File: src/rtl/dmem_pkg.sv
// Shared types for the data-memory controller: FSM state encoding and
// store-buffer entry layout.
package dmem_pkg;

  typedef enum logic [1:0] {
    S_IDLE,
    S_WR,
    S_RD,
    S_RESP
  } dmem_state_t;

  typedef struct packed {
    logic [29:0] waddr;
    logic [31:0] data;
  } sb_entry_t;

  function automatic logic [31:0] byte_addr(input logic [29:0] waddr);
    return {waddr, 2'b00};
  endfunction

endpackage

File: src/rtl/dmem_store_buf.sv
// Posted store buffer: circular FIFO of word stores plus a parallel
// address lookup that returns the youngest matching entry.
module store_buf
  import dmem_pkg::*;
#(
  parameter int DEPTH = 4
) (
  input  logic        clk,
  input  logic        rst,
  input  logic        push,
  input  sb_entry_t   push_entry,
  input  logic        pop,
  input  logic [29:0] lk_waddr,
  output logic        full,
  output logic        empty,
  output sb_entry_t   head_entry,
  output logic        lk_hit,
  output logic [31:0] lk_data
);

  localparam int PW = $clog2(DEPTH);

  sb_entry_t        mem [DEPTH];
  logic [PW-1:0]    head, tail;
  logic [PW:0]      count;
  logic [DEPTH-1:0] vld, match;
  logic             push_ok, pop_ok;

  assign full       = (count == (PW+1)'(DEPTH));
  assign empty      = (count == '0);
  assign push_ok    = push & ~full;
  assign pop_ok     = pop & ~empty;
  assign head_entry = mem[head];

  // Slot validity comes from its distance behind head, so no per-slot flags.
  for (genvar i = 0; i < DEPTH; i++) begin : g_slot
    logic [PW-1:0] age;
    assign age      = PW'(i) - head;
    assign vld[i]   = ({1'b0, age} < count);
    assign match[i] = vld[i] && (mem[i].waddr == lk_waddr);
  end

  // Walk oldest to youngest so a later match overrides an earlier one.
  always_comb begin
    logic [PW-1:0] idx;
    idx     = '0;
    lk_hit  = 1'b0;
    lk_data = '0;
    for (int k = 0; k < DEPTH; k++) begin
      idx = head + PW'(k);
      if (match[idx]) begin
        lk_hit  = 1'b1;
        lk_data = mem[idx].data;
      end
    end
  end

  always_ff @(posedge clk) begin
    if (rst) begin
      head  <= '0;
      tail  <= '0;
      count <= '0;
    end else begin
      if (push_ok) tail <= tail + 1'b1;
      if (pop_ok)  head <= head + 1'b1;
      case ({push_ok, pop_ok})
        2'b10:   count <= count + 1'b1;
        2'b01:   count <= count - 1'b1;
        default: ;
      endcase
    end
  end

  always_ff @(posedge clk) begin
    if (push_ok) mem[tail] <= push_entry;
  end

endmodule

File: src/rtl/dmem_ctrl.sv
// Memory-stage data controller: posted stores drain over a req/ack bus,
// loads forward from the store buffer or fetch with a stall.
module dmem_ctrl
  import dmem_pkg::*;
#(
  parameter int DEPTH = 4
) (
  input  logic        clk,
  input  logic        rst,
  input  logic        mem_write_m,
  input  logic        mem_read_m,
  input  logic [31:0] addr_m,
  input  logic [31:0] wdata_m,
  output logic [31:0] rdata_m,
  output logic        stall_m,
  output logic        bus_req,
  output logic        bus_we,
  output logic [31:0] bus_addr,
  output logic [31:0] bus_wdata,
  input  logic        bus_ack,
  input  logic [31:0] bus_rdata
);

  dmem_state_t state, state_nxt;
  sb_entry_t   head_e, push_e;
  logic        st, ld, ld_miss, push, pop;
  logic        sb_full, sb_empty, lk_hit;
  logic [31:0] lk_data, resp_q;
  logic        unused_lsb;

  assign unused_lsb = ^addr_m[1:0];

  // A simultaneous read+write is a store.
  assign st      = mem_write_m;
  assign ld      = mem_read_m & ~mem_write_m;
  assign ld_miss = ld & ~lk_hit;
  assign push    = st & ~sb_full;
  assign pop     = (state == S_WR) & bus_ack;
  assign push_e  = '{waddr: addr_m[31:2], data: wdata_m};

  store_buf #(.DEPTH(DEPTH)) u_sb (
    .clk       (clk),
    .rst       (rst),
    .push      (push),
    .push_entry(push_e),
    .pop       (pop),
    .lk_waddr  (addr_m[31:2]),
    .full      (sb_full),
    .empty     (sb_empty),
    .head_entry(head_e),
    .lk_hit    (lk_hit),
    .lk_data   (lk_data)
  );

  always_ff @(posedge clk) begin
    if (rst) state <= S_IDLE;
    else     state <= state_nxt;
  end

  always_comb begin
    state_nxt = state;
    stall_m   = st & sb_full;
    rdata_m   = '0;
    case (state)
      S_IDLE: begin
        if (ld_miss)        state_nxt = S_RD;
        else if (!sb_empty) state_nxt = S_WR;
      end
      S_WR:    if (bus_ack) state_nxt = S_IDLE;
      S_RD:    if (bus_ack) state_nxt = S_RESP;
      S_RESP:  state_nxt = S_IDLE;
      default: state_nxt = S_IDLE;
    endcase
    // The held load is answered from resp_q in S_RESP and never reissued.
    if (ld) begin
      if (state == S_RESP) rdata_m = resp_q;
      else if (state == S_RD) stall_m = 1'b1;
      else if (lk_hit) rdata_m = lk_data;
      else stall_m = 1'b1;
    end
  end

  // Bus side is registered so address/data stay frozen until the ack edge.
  always_ff @(posedge clk) begin
    if (rst) begin
      bus_req   <= 1'b0;
      bus_we    <= 1'b0;
      bus_addr  <= '0;
      bus_wdata <= '0;
      resp_q    <= '0;
    end else begin
      if (state == S_RD && bus_ack) resp_q <= bus_rdata;
      if (state == S_IDLE && state_nxt == S_WR) begin
        bus_req   <= 1'b1;
        bus_we    <= 1'b1;
        bus_addr  <= byte_addr(head_e.waddr);
        bus_wdata <= head_e.data;
      end else if (state == S_IDLE && state_nxt == S_RD) begin
        bus_req  <= 1'b1;
        bus_we   <= 1'b0;
        bus_addr <= {addr_m[31:2], 2'b00};
      end else if ((state == S_WR || state == S_RD) && bus_ack) begin
        bus_req <= 1'b0;
      end
    end
  end

endmodule

File: config.mk
export PLATFORM = sky130hd
export DESIGN_NAME = dmem_ctrl
export DESIGN_NICKNAME = d
export VERILOG_FILES = /design/src/rtl/dmem_pkg.sv /design/src/rtl/dmem_store_buf.sv /design/src/rtl/dmem_ctrl.sv
export SDC_FILE = /design/constraint.sdc
export NUM_CORES = 1
export LEC_CHECK = 0
export ABC_CLOCK_PERIOD_IN_PS = 5100
export BUFFER_PORTS_ARGS = -buffer_cell sky130_fd_sc_hd__clkbuf_2
export CELL_PAD_IN_SITES_DETAIL_PLACEMENT = 2
export CELL_PAD_IN_SITES_GLOBAL_PLACEMENT = 2
export CORE_UTILIZATION = 35
export CTS_CLUSTER_DIAMETER = 150
export DETAILED_ROUTE_END_ITERATION = 10
export PLACE_DENSITY_LB_ADDON = 0.1
export SYNTH_ARGS = -nofsm -noshare
export SYNTH_HDL_FRONTEND = slang
export SYNTH_SLANG_ARGS = --single-unit
export TNS_END_PERCENT = 50
File: constraint.sdc
create_clock -name clk -period 5.1 [get_ports clk]
set_input_delay 0.51 -clock clk [delete_from_list [all_inputs] [get_ports clk]]
set_output_delay 0.51 -clock clk [all_outputs]
set_load 0.02 [all_outputs]
# ---- After elaboration in Yosys (flattened, before gate mapping)
# Memories as Yosys holds them, arrays and structs flattened. A register that Yosys moved wholly into a read port is not among the register bits.
# Index checks and enable logic that the tools add are counted.
dict set report classes {
  magnitude_cmp 8
  mux 41
  bitwise_logic 11
  add_sub_neg 10
  n_reduce_logical 14
  n_eq_ne 12
}
# operator n
set op_table {}
lappend op_table {{32-bit 2-to-1 mux} 10}
lappend op_table {{30-bit equality test} 4}
lappend op_table {{1-bit 2-to-1 mux} 19}
lappend op_table {{2-bit by 3-bit < comparator with 1-bit output} 4}
lappend op_table {{2-bit by 3-bit < comparator with 1-bit output (second input constant)} 4}
lappend op_table {{2-bit 2-to-1 mux} 6}
lappend op_table {{1-bit binary-select mux with 2-bit select} 4}
lappend op_table {{2-bit equality test (second input constant)} 4}
lappend op_table {{1-bit logical AND} 8}
lappend op_table {{2-bit case mux with 4 select lines} 1}
lappend op_table {{1-bit AND} 7}
lappend op_table {{2-bit by 1-bit equality test with 1-bit output (second input constant)} 3}
lappend op_table {{3-bit case mux with 2 select lines} 1}
lappend op_table {{2-bit by 1-bit adder with 2-bit output (second input constant)} 2}
lappend op_table {{2-bit adder (second input constant)} 2}
lappend op_table {{1-bit NOT} 4}
lappend op_table {{2-bit nonzero test} 2}
lappend op_table {{1-bit by 2-bit subtractor with 2-bit output (first input constant)} 2}
lappend op_table {{2-bit subtractor (first input constant)} 2}
lappend op_table {{3-bit by 1-bit adder with 3-bit output (second input constant)} 1}
lappend op_table {{3-bit equality test (second input constant)} 1}
lappend op_table {{3-bit logical NOT} 1}
lappend op_table {{3-bit nonzero test} 1}
lappend op_table {{3-bit by 1-bit subtractor with 3-bit output (second input constant)} 1}
lappend op_table {{2 further kinds} 2}
dict set report totals {
  wordCells 106
  ram_bits 248
  register_bits 105
  memories 1
}
# name depth width rd rd_clocked_by_memory_dff wr line_no
set mem_list {}
lappend mem_list {u_sb.mem 4 62 8 1 1 dmem_store_buf.sv:23} ;# sb_entry_t mem [DEPTH];

# ---- Longest topological paths before layout
dict set report logic_depth {
  ltp_word 17
  mapped_depth 15
}

# ---- Cells and area by module
# Synthesis repeated with hierarchy kept, for this count alone.
dict set report unflattened {
  hier_cells 1488
  hier_area_um2 18371.4
}
# module area_per_inst_um2 instances cells_each
set modules_own_cells {}
lappend modules_own_cells {store_buf 14234.9 1 988}
lappend modules_own_cells {dmem_ctrl 4136.5 1 500}

# ---- Worst setup path after synthesis
# OpenSTA, ideal clock, no wires.
dict set report synth_timing {
  path_type {flip-flop to output port}
  from {register u_sb.head[0]}
  to {output port rdata_m[10]}
  slack_ps 1607
  n_path_buf 3
  path_stages_with_launch 16
  required_time_ps 4590
  arrival_time_ps 2983
  path_cell_list {dfxtp_1 buf_2 nor2_1 nor2_1 inv_1 ha_1 nand2b_1 o2111ai_2 nor4_1 nand3_1 nand4_1 buf_2 clkbuf_1 nor3_1 a211o_1 o21ai_1}
}
dict set report synth_via {
  elab_chain_cells 13
  word_cells_on_any_way 36
  classes_between {add/sub: 7; order compare: 4; mux: 20; reduce/logical: 4; memory: 1}
}
# element line_no
set synth_rtl {}
lappend synth_rtl {{from (decl)} dmem_store_buf.sv:24} ;# logic [PW-1:0] head, tail;
lappend synth_rtl {{from (signal assigned)} dmem_store_buf.sv:65} ;# if (pop_ok) head <= head + 1'b1;
lappend synth_rtl {{1-bit by 2-bit subtractor with 2-bit output or 2-bit subtractor (tied branches)} dmem_store_buf.sv:38} ;# assign age = PW'(i) - head;
lappend synth_rtl {{2-bit by 3-bit < comparator with 1-bit output} dmem_store_buf.sv:39} ;# assign vld[i] = ({1'b0, age} < count);
lappend synth_rtl {{1-bit logical AND} dmem_store_buf.sv:40} ;# assign match[i] = vld[i] && (mem[i].waddr == lk_waddr);
lappend synth_rtl {{1-bit binary-select mux with 2-bit select} dmem_store_buf.sv:51} ;# if (match[idx]) begin
lappend synth_rtl {{1-bit 2-to-1 mux (not written as such)} dmem_store_buf.sv:51}
lappend synth_rtl {{32-bit 2-to-1 mux or 1-bit 2-to-1 mux (tied branches) (4 in a row)} dmem_store_buf.sv:51}
lappend synth_rtl {{32-bit 2-to-1 mux *} dmem_ctrl.sv:78} ;# else if (lk_hit) rdata_m = lk_data;
lappend synth_rtl {{32-bit 2-to-1 mux *} dmem_ctrl.sv:77} ;# else if (state == S_RD) stall_m = 1'b1;
lappend synth_rtl {{32-bit 2-to-1 mux *} dmem_ctrl.sv:76} ;# if (state == S_RESP) rdata_m = resp_q;
lappend synth_rtl {{32-bit 2-to-1 mux *} dmem_ctrl.sv:75} ;# if (ld) begin
lappend synth_rtl {{to (decl)} dmem_ctrl.sv:14} ;# output logic [31:0] rdata_m,
# Every way passes the cells marked *; elsewhere a longest branch is shown, timed or not. The select of a mux whose other input is x is not followed.

# ---- Final worst setup path
dict set report layout_timing {
  from {register u_sb.head[1]}
  to {output port rdata_m[13]}
}
# The elaborated chain is that of the path after synthesis.

==> impl_metrics.prom <==
# TYPE chip_impl_metric gauge
chip_impl_info{name="status",value="complete, no violations"} 1
chip_impl_info{name="timing.critical_path.cells",value="inv_1, nor2_1, nor2_1, inv_1, ha_1, nand2b_1, o2111ai_2, nor4_2, and2_4, or4_4, nand3b_1, buf_4, a211o_1, o21ai_1, clkbuf_2"} 1
chip_impl_info{name="cpMaxStageDelayCell",value="sky130_fd_sc_hd__dfxtp_4"} 1
chip_impl_metric{name="final.setup.tns",unit="ns"} 0
chip_impl_metric{name="n_fill_cell",unit=""} 5216
chip_impl_info{name="worstSetupEndpointType",value="output port"} 1
chip_impl_metric{name="count_of_vias_placed_by_the_detailed_router",unit=""} 12700
chip_impl_metric{name="ys_warn_count",unit=""} 0
chip_impl_metric{name="fin_crit_sh",unit="%"} 92.7
chip_impl_metric{name="place_ws",unit="ns"} 0.630
chip_impl_metric{name="critPathMaxStageDelay",unit="ns"} 0.58
chip_impl_metric{name="area_used_by_multi_input_combinational_logic",unit="sq um"} 7860
chip_impl_info{name="min-delay-path-class",value="input port to register"} 1
chip_impl_metric{name="synth.cell_area",unit="sq um"} 18200
chip_impl_metric{name="overflow",unit=""} 0
chip_impl_metric{name="floorplan.initialDensity",unit="%"} 35.4
chip_impl_metric{name="floorplan.rows",unit=""} 83
chip_impl_metric{name="place_congestion",unit=""} 0.761
chip_impl_metric{name="die_h",unit="um"} 230
chip_impl_metric{name="grt_first_pass_wirelength",unit="mm"} 87.6
chip_impl_metric{name="antenna_found_initial",unit=""} 4
chip_impl_info{name="postSynth.topFlopCell",value="sky130_fd_sc_hd__edfxtp_1"} 1
chip_impl_metric{name="post_dp_hpwl",unit="mm"} 37.5
chip_impl_metric{name="fin_nets",unit=""} 1698
chip_impl_metric{name="p_leak",unit="nW"} 7.05
chip_impl_metric{name="die_area",unit="sq um"} 52800
chip_impl_metric{name="finClkSkew",unit="ns"} 0.0158
chip_impl_metric{name="synth_top_area_share",unit="%"} 41.0
chip_impl_metric{name="post_synth_edffs",unit=""} 248
chip_impl_metric{name="cp.arrival",unit="ns"} 4.22
chip_impl_metric{name="cts-root-to-sink-buffers",unit=""} 3
chip_impl_metric{name="max-slew-margin-rel",unit="%"} 19.3
chip_impl_metric{name="count_of_buffer_and_inverter_cells_on_the_critical_path",unit=""} 4
chip_impl_metric{name="final-seq-area",unit="sq um"} 9600
chip_impl_metric{name="final_max_slew_viol_count",unit=""} 0
chip_impl_metric{name="number_of_routed_nets_with_antenna_violations",unit=""} 0
chip_impl_info{name="layout.cells.most_common_list",value="248 x sky130_fd_sc_hd__edfxtp_1, 194 x sky130_fd_sc_hd__clkbuf_2, 166 x sky130_fd_sc_hd__nand2_1"} 1
chip_impl_info{name="layout_commonest_cell",value="sky130_fd_sc_hd__edfxtp_1"} 1
chip_impl_metric{name="synth_seq_area_share",unit="%"} 52.8
chip_impl_metric{name="grt_resource_usage_total",unit="%"} 22.1
chip_impl_metric{name="synth.ff_latch_count",unit=""} 355
chip_impl_metric{name="cts-htree-levels",unit=""} 2
chip_impl_info{name="critical_path_class",value="register to output port"} 1
chip_impl_metric{name="layout_setup_ws",unit="ns"} 0.374
chip_impl_metric{name="area_growth_syn_to_layout",unit="%"} 16.6
chip_impl_metric{name="post_synth_cell_types",unit=""} 53
chip_impl_info{name="setup_repair_after_global_routing_missed_its_margin",value="false"} 1
chip_impl_metric{name="final-hold-violation-count",unit=""} 0
chip_impl_info{name="crit_start_category",value="register"} 1
chip_impl_metric{name="async_reset_ff_share",unit="%"} 0
chip_impl_metric{name="irDropWorstVdd",unit="uV"} 233
chip_impl_metric{name="avg_inst_size_synth",unit="sq um"} 12.6
chip_impl_metric{name="clock_sinks",unit=""} 355
chip_impl_metric{name="wl_per_cell",unit="um"} 25.4
chip_impl_metric{name="period_needed",unit="ns"} 4.73
chip_impl_metric{name="drv_cap",unit=""} 0
chip_impl_metric{name="number_of_global_route_vias_before_repair",unit=""} 13800
chip_impl_metric{name="cts_hold_repair.buffers",unit=""} 0
chip_impl_metric{name="chipWidth",unit="um"} 230
chip_impl_metric{name="p_per_area",unit="nW/um^2"} 390
chip_impl_metric{name="drive_gt1_share",unit="%"} 27.7
chip_impl_metric{name="i_o_pin_count",unit=""} 200
chip_impl_metric{name="drtPass1Iterations",unit=""} 5
chip_impl_metric{name="grt_max_degree",unit=""} 120
chip_impl_metric{name="clk_transition_reported_paths",unit="ns"} 0.06
chip_impl_info{name="synth_top_cells_by_area",value="sky130_fd_sc_hd__edfxtp_1 41%, sky130_fd_sc_hd__dfxtp_1 12%, sky130_fd_sc_hd__mux4_2 12%"} 1
chip_impl_info{name="tritoncts",value="built"} 1
chip_impl_metric{name="detail_route.vias_per_cell",unit=""} 5.53
chip_impl_info{name="critical_path.top_delay_family",value="simple AND/OR/NAND/NOR gates"} 1
chip_impl_info{name="yosysTopAreaCell",value="sky130_fd_sc_hd__edfxtp_1"} 1
chip_impl_metric{name="path_max_fanout",unit=""} 25
chip_impl_metric{name="postRouteWirelength",unit="mm"} 58.5
chip_impl_metric{name="worst_skew_pair.late_latency",unit="ns"} 0.58
chip_impl_metric{name="worst_ep_required_time",unit="ns"} 4.59
chip_impl_metric{name="io_buffer_count",unit=""} 195
chip_impl_metric{name="netlist_instances",unit=""} 1442
chip_impl_metric{name="timing.hold.ws",unit="ns"} 0.154
chip_impl_info{name="clockRootBuffer",value="sky130_fd_sc_hd__clkbuf_16"} 1
chip_impl_metric{name="dr.first_iter.drc_count",unit=""} 628
chip_impl_metric{name="cts_inserted_buffers",unit=""} 44
chip_impl_metric{name="route.detailed.drc",unit=""} 0
chip_impl_metric{name="design.core.area",unit="sq um"} 51300
chip_impl_metric{name="achievable-frequency",unit="GHz"} 0.212
chip_impl_metric{name="worst_slew_pin_slew",unit="ns"} 1.21
chip_impl_metric{name="setup_viol",unit=""} 0
-- final timing paths --
kind	depth (start not counted)	from	endpoint	slack, ns
hold reg to reg	2	resp_q[17]$_SDFFE_PP0P_	resp_q[17]$_SDFFE_PP0P_	0.46
hold / removal	1	wdata_m[25]	u_sb.mem[1][25]$_DFFE_PP_	0.15
setup / recovery	15	u_sb.head[1]$_SDFFE_PP0P_	rdata_m[13]	0.37
setup reg to reg	13	u_sb.head[1]$_SDFFE_PP0P_	bus_wdata[4]$_SDFFE_PP0N_	1.33
-- synthesized netlist by cell type, drive strengths merged, types with 17 or more instances --
cell    instances
a211o          33
xnor2         123
dfxtp         107
edfxtp        248
nand4          30
buf            64
mux2i          66
o21ai          99
nor3           36
nor2           52
a221o          30
a21oi          41
nand2         166
nor2b          32
a221oi         32
inv            17
clkbuf         69
mux2           32
mux4           95
-- power by group --
| part | switching (mW) | internal, mW |
|---|---|---|
| Clock | 1.28 | 1.93 |
| Combinational | 0.903 | 0.570 |
| Sequential | 0.196 | 3.38 |
-- logic make-up (layout without fill, tap and decap cells) --
logic type,after synthesis,count (layout),share of synthesized area [%]
AO/OA/AOI/OAI,249,249,9.59
XOR/XNOR,125,125,6.03
adder cells (fa/ha/maj),14,14,1.01
buffers and inverters,150,326,4.04
flip-flops,355,355,52.8
multiplexers,193,193,17.4
other,1,3,0.0207
AND/OR/NAND/NOR,355,355,9.08
-- area by class of cell --
cell class	count	share of cell area [%]
diodes	1	0.0118
clock buffers	53	5.64
clock inverters	29	1.41
inverters	17	0.301
multi-input cells	938	37.1
flip-flops and latches	355	45.4
well taps	680	4.02
repair buffers	227	6.12
-- worst reg2reg max path, delay by kind of cell, from the launching register on --
| family | cells | cell delay (ns) |
|---|---|---|
| buf+inv | 2 | 0.60 |
| compound gates | 2 | 0.41 |
| simple gates | 7 | 1.43 |
| mux | 1 | 0.31 |
| fa+ha+maj | 1 | 0.29 |
| flops | 1 | 0.58 |
-- per-layer routing --
layer  wire length, um  up-vias  share of wire [%]  GRT usage, %
li1                  -     5720                  -             -
met1             26200     6698                 45          29.0
met2             29200      227                 50          38.0
met3              2130       60                3.6          3.24
met4              1000        4                1.7          5.57
met5                26        -              0.044             0
-- state kept, by name (all words and copies together), names as in the netlist, named ones only --
register and cells:
u_sb.tail 2, resp_q 32, bus_req 1, u_sb.mem 248
bus_addr 30, bus_wdata 32, u_sb.count 3, bus_we 1
state 2, u_sb.head 2
-- metrics by stage --
stage | cell area, sq um | cells | total power [mW] | util (%)
floorplan | 18200 | 1443 | 4.62 | -
global placement | 19600 | 2215 | 5.08 | 38.2
detailed placement | 19600 | 2215 | 5.12 | 38.2
CTS | 21100 | 2297 | 8.37 | 41.1
global route | 21200 | 2299 | 8.60 | 41.3
finish | 21200 | 2300 | 8.25 | 41.3
-- timing repair --
action,in CTS,in global routing
resized for setup,0,2
buffers inserted,0,2
setup endpoints to repair,0,31
endpoints found under the hold margin,0,0
(Power assumes the default switching activity.)
